## src/rtl/regfile_pkg.sv

```systemverilog
// ----------------------------------------------------------------------------
// regfile_pkg
// Shared constants and helpers for the multi-port register file.
//   DEF_*          default values for the regfile_mp parameters
//   MAX_*          largest port count / data width / address width that the
//                  priority helper can handle (callers zero-extend into these)
//   write_hit_t    result of a priority lookup: hit flag plus winning data
//   winning_write  returns the hit flag and data of the highest-index write
//                  port targeting a given address
// ----------------------------------------------------------------------------
package regfile_pkg;

   localparam int DEF_WIDTH  = 32;
   localparam int DEF_DEPTH  = 32;
   localparam int DEF_NREAD  = 2;
   localparam int DEF_NWRITE = 1;

   localparam int MAX_PORTS  = 8;
   localparam int MAX_WIDTH  = 64;
   localparam int MAX_AW     = 16;

   typedef struct packed {
      logic                 hit;
      logic [MAX_WIDTH-1:0] data;
   } write_hit_t;

   // Ports are scanned in ascending order so a later (higher-index) port
   // overwrites the result of an earlier one: the highest index wins.
   // Used by both the storage update and the read bypass so that the two
   // can never disagree about which port owns an address.
   function automatic write_hit_t winning_write(
      input logic [MAX_PORTS-1:0]                we,
      input logic [MAX_PORTS-1:0][MAX_AW-1:0]    wa,
      input logic [MAX_PORTS-1:0][MAX_WIDTH-1:0] wd,
      input logic [MAX_AW-1:0]                   addr
   );
      write_hit_t res;
      res.hit  = 1'b0;
      res.data = '0;
      for (int p = 0; p < MAX_PORTS; p++) begin
         if (we[p] && (wa[p] == addr)) begin
            res.hit  = 1'b1;
            res.data = wd[p];
         end
      end
      return res;
   endfunction

endpackage

```

## src/rtl/regfile_scoreboard.sv

```systemverilog
// ----------------------------------------------------------------------------
// regfile_scoreboard
// Busy bit per register, tracking registers that await write-back.
//   clk, rst_n   clock, asynchronous active-low reset
//   we, wa       write ports; a write to an address clears its busy bit
//   rsv_en       reserve request, rsv_addr is the register to mark busy
//   busy         registered scoreboard vector
//   busy_next    value busy takes at the next edge (for read-port sampling)
// ----------------------------------------------------------------------------
module regfile_scoreboard
   import regfile_pkg::*;
#(
   parameter  int DEPTH    = DEF_DEPTH,
   parameter  int NWRITE   = DEF_NWRITE,
   parameter  int ZERO_REG = 1,
   localparam int AW       = $clog2(DEPTH)
) (
   input  logic                       clk,
   input  logic                       rst_n,
   input  logic [NWRITE-1:0]          we,
   input  logic [NWRITE-1:0][AW-1:0]  wa,
   input  logic                       rsv_en,
   input  logic [AW-1:0]              rsv_addr,
   output logic [DEPTH-1:0]           busy,
   output logic [DEPTH-1:0]           busy_next
);

   // Clears are applied before the set so that a reservation on the same
   // address as a write-back survives: it belongs to a younger instruction.
   always_comb begin
      busy_next = busy;
      for (int w = 0; w < NWRITE; w++) begin
         if (we[w]) begin
            busy_next[wa[w]] = 1'b0;
         end
      end
      if (rsv_en) begin
         busy_next[rsv_addr] = 1'b1;
      end
      if (ZERO_REG != 0) begin
         busy_next[0] = 1'b0;
      end
   end

   always_ff @(posedge clk or negedge rst_n) begin
      if (!rst_n) begin
         busy <= '0;
      end else begin
         busy <= busy_next;
      end
   end

endmodule

```

## src/rtl/regfile_mp.sv

```systemverilog
// ----------------------------------------------------------------------------
// regfile_mp
// Parametrised multi-port register file with write-first bypass and busy
// scoreboard.
//   clk, rst_n   clock, asynchronous active-low reset
//   re, ra       per read port enable and address
//   rd, rd_busy  registered read data and busy flag of the address read
//   we, wa, wd   per write port enable, address and data
//   rsv_en       reserve request, rsv_addr is the register to mark busy
//   busy         live scoreboard vector
// ----------------------------------------------------------------------------
module regfile_mp
   import regfile_pkg::*;
#(
   parameter  int WIDTH    = DEF_WIDTH,
   parameter  int DEPTH    = DEF_DEPTH,
   parameter  int NREAD    = DEF_NREAD,
   parameter  int NWRITE   = DEF_NWRITE,
   parameter  int ZERO_REG = 1,
   localparam int AW       = $clog2(DEPTH)
) (
   input  logic                         clk,
   input  logic                         rst_n,
   input  logic [NREAD-1:0]             re,
   input  logic [NREAD-1:0][AW-1:0]     ra,
   output logic [NREAD-1:0][WIDTH-1:0]  rd,
   output logic [NREAD-1:0]             rd_busy,
   input  logic [NWRITE-1:0]            we,
   input  logic [NWRITE-1:0][AW-1:0]    wa,
   input  logic [NWRITE-1:0][WIDTH-1:0] wd,
   input  logic                         rsv_en,
   input  logic [AW-1:0]                rsv_addr,
   output logic [DEPTH-1:0]             busy
);

   logic [DEPTH-1:0][WIDTH-1:0]         rf;
   logic [DEPTH-1:0]                    busy_next;

   logic [MAX_PORTS-1:0]                we_ext;
   logic [MAX_PORTS-1:0][MAX_AW-1:0]    wa_ext;
   logic [MAX_PORTS-1:0][MAX_WIDTH-1:0] wd_ext;
   logic [DEPTH-1:0]                    wr_hit;
   logic [DEPTH-1:0][WIDTH-1:0]         wr_data;
   write_hit_t                          win_partly_unused;

   // Resolve, for every register, whether some port writes it this edge and
   // which data wins. The write ports are zero-extended to the helper's
   // fixed maximum shape; the helper's data bits above WIDTH are dropped.
   always_comb begin
      we_ext            = '0;
      wa_ext            = '0;
      wd_ext            = '0;
      wr_hit            = '0;
      wr_data           = '0;
      win_partly_unused = '0;
      for (int p = 0; p < NWRITE; p++) begin
         we_ext[p] = we[p];
         wa_ext[p] = MAX_AW'(wa[p]);
         wd_ext[p] = MAX_WIDTH'(wd[p]);
      end
      for (int a = 0; a < DEPTH; a++) begin
         win_partly_unused = winning_write(we_ext, wa_ext, wd_ext, MAX_AW'(a));
         wr_hit[a]         = win_partly_unused.hit;
         wr_data[a]        = win_partly_unused.data[WIDTH-1:0];
      end
   end

   // Storage update; register 0 is left untouched when it is hardwired.
   always_ff @(posedge clk or negedge rst_n) begin
      if (!rst_n) begin
         rf <= '0;
      end else begin
         for (int a = 0; a < DEPTH; a++) begin
            if (wr_hit[a] && !((ZERO_REG != 0) && (a == 0))) begin
               rf[a] <= wr_data[a];
            end
         end
      end
   end

   regfile_scoreboard #(
      .DEPTH    (DEPTH),
      .NWRITE   (NWRITE),
      .ZERO_REG (ZERO_REG)
   ) u_scoreboard (
      .clk       (clk),
      .rst_n     (rst_n),
      .we        (we),
      .wa        (wa),
      .rsv_en    (rsv_en),
      .rsv_addr  (rsv_addr),
      .busy      (busy),
      .busy_next (busy_next)
   );

   // Each read port samples write-first data (bypass from the same-edge
   // write) and the post-edge busy state, and holds while re is low.
   for (genvar g = 0; g < NREAD; g++) begin : g_read
      logic [WIDTH-1:0] rd_q;
      logic             rd_busy_q;

      always_ff @(posedge clk or negedge rst_n) begin
         if (!rst_n) begin
            rd_q      <= '0;
            rd_busy_q <= 1'b0;
         end else if (re[g]) begin
            if ((ZERO_REG != 0) && (ra[g] == '0)) begin
               rd_q      <= '0;
               rd_busy_q <= 1'b0;
            end else begin
               rd_q      <= wr_hit[ra[g]] ? wr_data[ra[g]] : rf[ra[g]];
               rd_busy_q <= busy_next[ra[g]];
            end
         end
      end

      assign rd[g]      = rd_q;
      assign rd_busy[g] = rd_busy_q;
   end

endmodule

```

## config.mk

```make
export PLATFORM = sky130hd
export DESIGN_NAME = regfile_mp
export DESIGN_NICKNAME = d
export VERILOG_FILES = /design/src/rtl/regfile_pkg.sv /design/src/rtl/regfile_scoreboard.sv /design/src/rtl/regfile_mp.sv
export SDC_FILE = /design/constraint.sdc
export NUM_CORES = 2
export LEC_CHECK = 0
export CORE_ASPECT_RATIO = 0.6
export CORE_MARGIN = 2
export CORE_UTILIZATION = 45
export CTS_CLUSTER_SIZE = 40
export DETAILED_ROUTE_END_ITERATION = 8
export PLACE_DENSITY = 0.62
export SETUP_SLACK_MARGIN = 0.4
export SLEW_MARGIN = 20
export SYNTH_ARGS = -nofsm -noshare
export SYNTH_HDL_FRONTEND = slang
export SYNTH_SLANG_ARGS = --single-unit
```

## constraint.sdc

```tcl
create_clock -name clk -period 5.8 [get_ports clk]
set_input_delay 1.74 -clock clk [delete_from_list [all_inputs] [get_ports clk]]
set_output_delay 1.74 -clock clk [all_outputs]
set_load 0.02 [all_outputs]
```

==> metrics <==
CP startpoint kind input pin; Peak VDD IR 260 uV; Yosys top cell area share 46.8%; final setup vio count 0; routed vias/inst 6.73; H-tree lvl count 3; Setup TNS 0 ps; postcts setup bufs 0; CP max FO 20; Max Cap Violations 0; Final HPWL DP 111000 um; routed via count 38800; Worst-Skew Late Latency 730 ps; initial core utilization 45.2%; Num CTS Buffers 103; CTS tree yes; layout cells sized above 1 47.5%; CP Launch Point wa[2]; Placer Congestion 0.894; clock-pin slew on the worst setup and hold paths 70 ps; Chip Width 468 um; ys flop type dfrtp_1; minimum clock period 4550 ps; fin crit share 78.5%; # rows 102; Least-Margin Pin Slew 1190 ps; Clock Path Buffers 3; Worst Hold Class reg2reg; Layout Nets 4029; status completed; die area 0.132 sq mm; Post-Syn Area 0.0582 sq mm; r2r setup slk 3280 ps; DRT iter0 DRCs 4497; reg2reg end g_read[0].rd_q[24]; Area growth syn-to-layout 11.9%; synthesized net count 4070; RSZ-0062 raised after global routing no; core area 0.129 sq mm; first-pass GRT wire length 283000 um; Worst Path Required 6410 ps; CP endpoint g_read[0].rd_busy_q; Final Skew 22.2 ps; FFs w/ async S/R, synth 100%; FILL cells 10900; largest net degree at the start of global routing 111; Internal 16.2 mW; WL final 195000 um; final hold slack 510 ps; Synth cell types 74; Clock Power Share 32.3%; hold path cells 1; most frequent cells in the layout 1089 x dfrtp_1, 1050 x mux2_2, 478 x mux4_2; drt wl/cell 33.9 um; commonest non-fill, non-tap cell in the layout dfrtp_1; root buffer cell clkbuf_16; drc violations 0; Comb power frac 22.3%; Hold Vio Cnt, Final 0; ranking of synthesized cells by area dfrtp_1 47%, mux2_2 20%, mux4_2 18%; Mapped Cells 4012; die height 283 um; Sw Pwr 6.45 mW; CP arrival 5160 ps; max frequency 220 MHz; RR Startpoint rf[1016]; hold_buf cts 0; WS Path Type in2reg; cell taking the most area after synthesis dfrtp_1; Slew Limit Headroom 20.2%; Reg2Reg Depth 5; gr usage total 29.7%; # port buffers 154; vias in the first global route 38400; total grt overflow 0; Final ANT Viol Nets 0; Seq pwr share 45.4%; Worst Setup End Kind flop; leakage 28.0 nW; Ports 156; #FFs+latches synth 1089; Sw Share 28.5%; Sink Count 1089; number of synthesized flops with an enable pin 0; fin. max-slew vios 0; antenna violations before repair 10; sequential-to-total area share from yosys stat 46.8%; Initial DRT Pass Iterations 6; Mean Syn Cell Area 14.5 sq um; PD cells 347 mW/mm^2; post_cts resized 0; Warnings, synthesis 32
-- synth_stat cells, types with 48 or more instances --
| cell type | count |
|---|---|
| a21oi_1 | 57 |
| buf_1 | 104 |
| buf_2 | 80 |
| clkbuf_1 | 228 |
| dfrtp_1 | 1089 |
| mux2_2 | 1050 |
| mux2i_1 | 161 |
| mux4_2 | 478 |
| nand2_1 | 97 |
| nor2_1 | 84 |
| nor3_1 | 49 |
| o21ai_0 | 83 |
| o22ai_1 | 66 |
| o2bb2ai_1 | 48 |
-- metal layers --
metal / global-route usage (%) / share of wire [%] / wire length (um) / up-vias
met4: 8.15 / 3.0 / 5820 / 2
met3: 8.56 / 10 / 19800 / 365
met5: 0 / 0.0067 / 13 / -
li1: - / - / - / 15500
met2: 43.3 / 44 / 85500 / 1901
met1: 43.3 / 43 / 84200 / 21000
-- logic make-up (layout without fill, tap and decap cells) --
logic type,count (synthesis),count (layout),share of synthesized area (%)
xor+xnor,9,9,0.135
flops,1089,1089,46.8
buf+inv,459,495,3.31
mux,1690,1690,41.6
simple gates,317,317,2.62
compound gates,447,447,5.48
other cells,1,4,0.00644
-- power by group through the flow --
| stage | registers [mW] | clock network (mW) | logic (mW) |
|---|---|---|---|
| 6_report | 10.3 | 7.30 | 5.04 |
| 5_1_grt | 10.4 | 7.72 | 5.37 |
| 4_1_cts | 10.2 | 7.39 | 5.04 |
| 3_5_place_dp | 10.3 | 0 | 5.03 |
| 3_3_place_gp | 10.3 | 0 | 4.94 |
| 2_1_floorplan | 10.1 | 0 | 3.52 |
-- through the flow --
| stage | setup WS [ps] | utilization [%] | std cells | power (mW) | instance area [sq um] |
|---|---|---|---|---|---|
| floorplan | 1980 | - | 4012 | 13.6 | 58200 |
| global placement | 597 | 47.9 | 5581 | 15.2 | 61600 |
| detailed placement | 611 | 47.9 | 5581 | 15.4 | 61600 |
| CTS | 1390 | 50.7 | 5763 | 22.6 | 65200 |
| global route | 1140 | 50.6 | 5765 | 23.5 | 65100 |
| finish | 1250 | 50.6 | 5767 | 22.6 | 65100 |
-- sequential cells by signal, summed over array words and instances (netlist names) --
| name | count |
|---|---|
| u_scoreboard.busy | 31 |
| g_read.rd_busy_q | 2 |
| g_read.rd_q | 64 |
| rf | 992 |
-- worst min-delay path by stage --
stage	end	startpoint
floorplan	g_read[0].rd_busy_q	g_read[0].rd_busy_q
global placement	g_read[0].rd_q[25]	g_read[0].rd_q[25]
detailed placement	g_read[0].rd_q[25]	g_read[0].rd_q[25]
CTS	g_read[0].rd_q[25]	g_read[0].rd_q[25]
global route	g_read[0].rd_q[25]	g_read[0].rd_q[25]
finish	g_read[0].rd_q[25]	g_read[0].rd_q[25]
-- worst max-delay path: stages --
cell             delay, ps
clkdlybuf4s50_1        840
nor2_1                 920
nand2_2                610
a22oi_1                410
o221ai_1               180
a21oi_1                180
o211a_1                180
o41ai_1                 80
-- final cells by class --
cell class | instances | area, sq um | area share, %
antenna | 3 | 7.51 | 0.0115
clock inverter | 38 | 519 | 0.797
multi-input combinational | 2464 | 29300 | 45.0
inverter | 25 | 101 | 0.156
sequential | 1089 | 27300 | 41.8
timing repair buffer | 288 | 2790 | 4.29
tap | 1716 | 2150 | 3.30
clock buffer | 144 | 3040 | 4.66
Note: power is estimated with default switching activity, not from simulation.
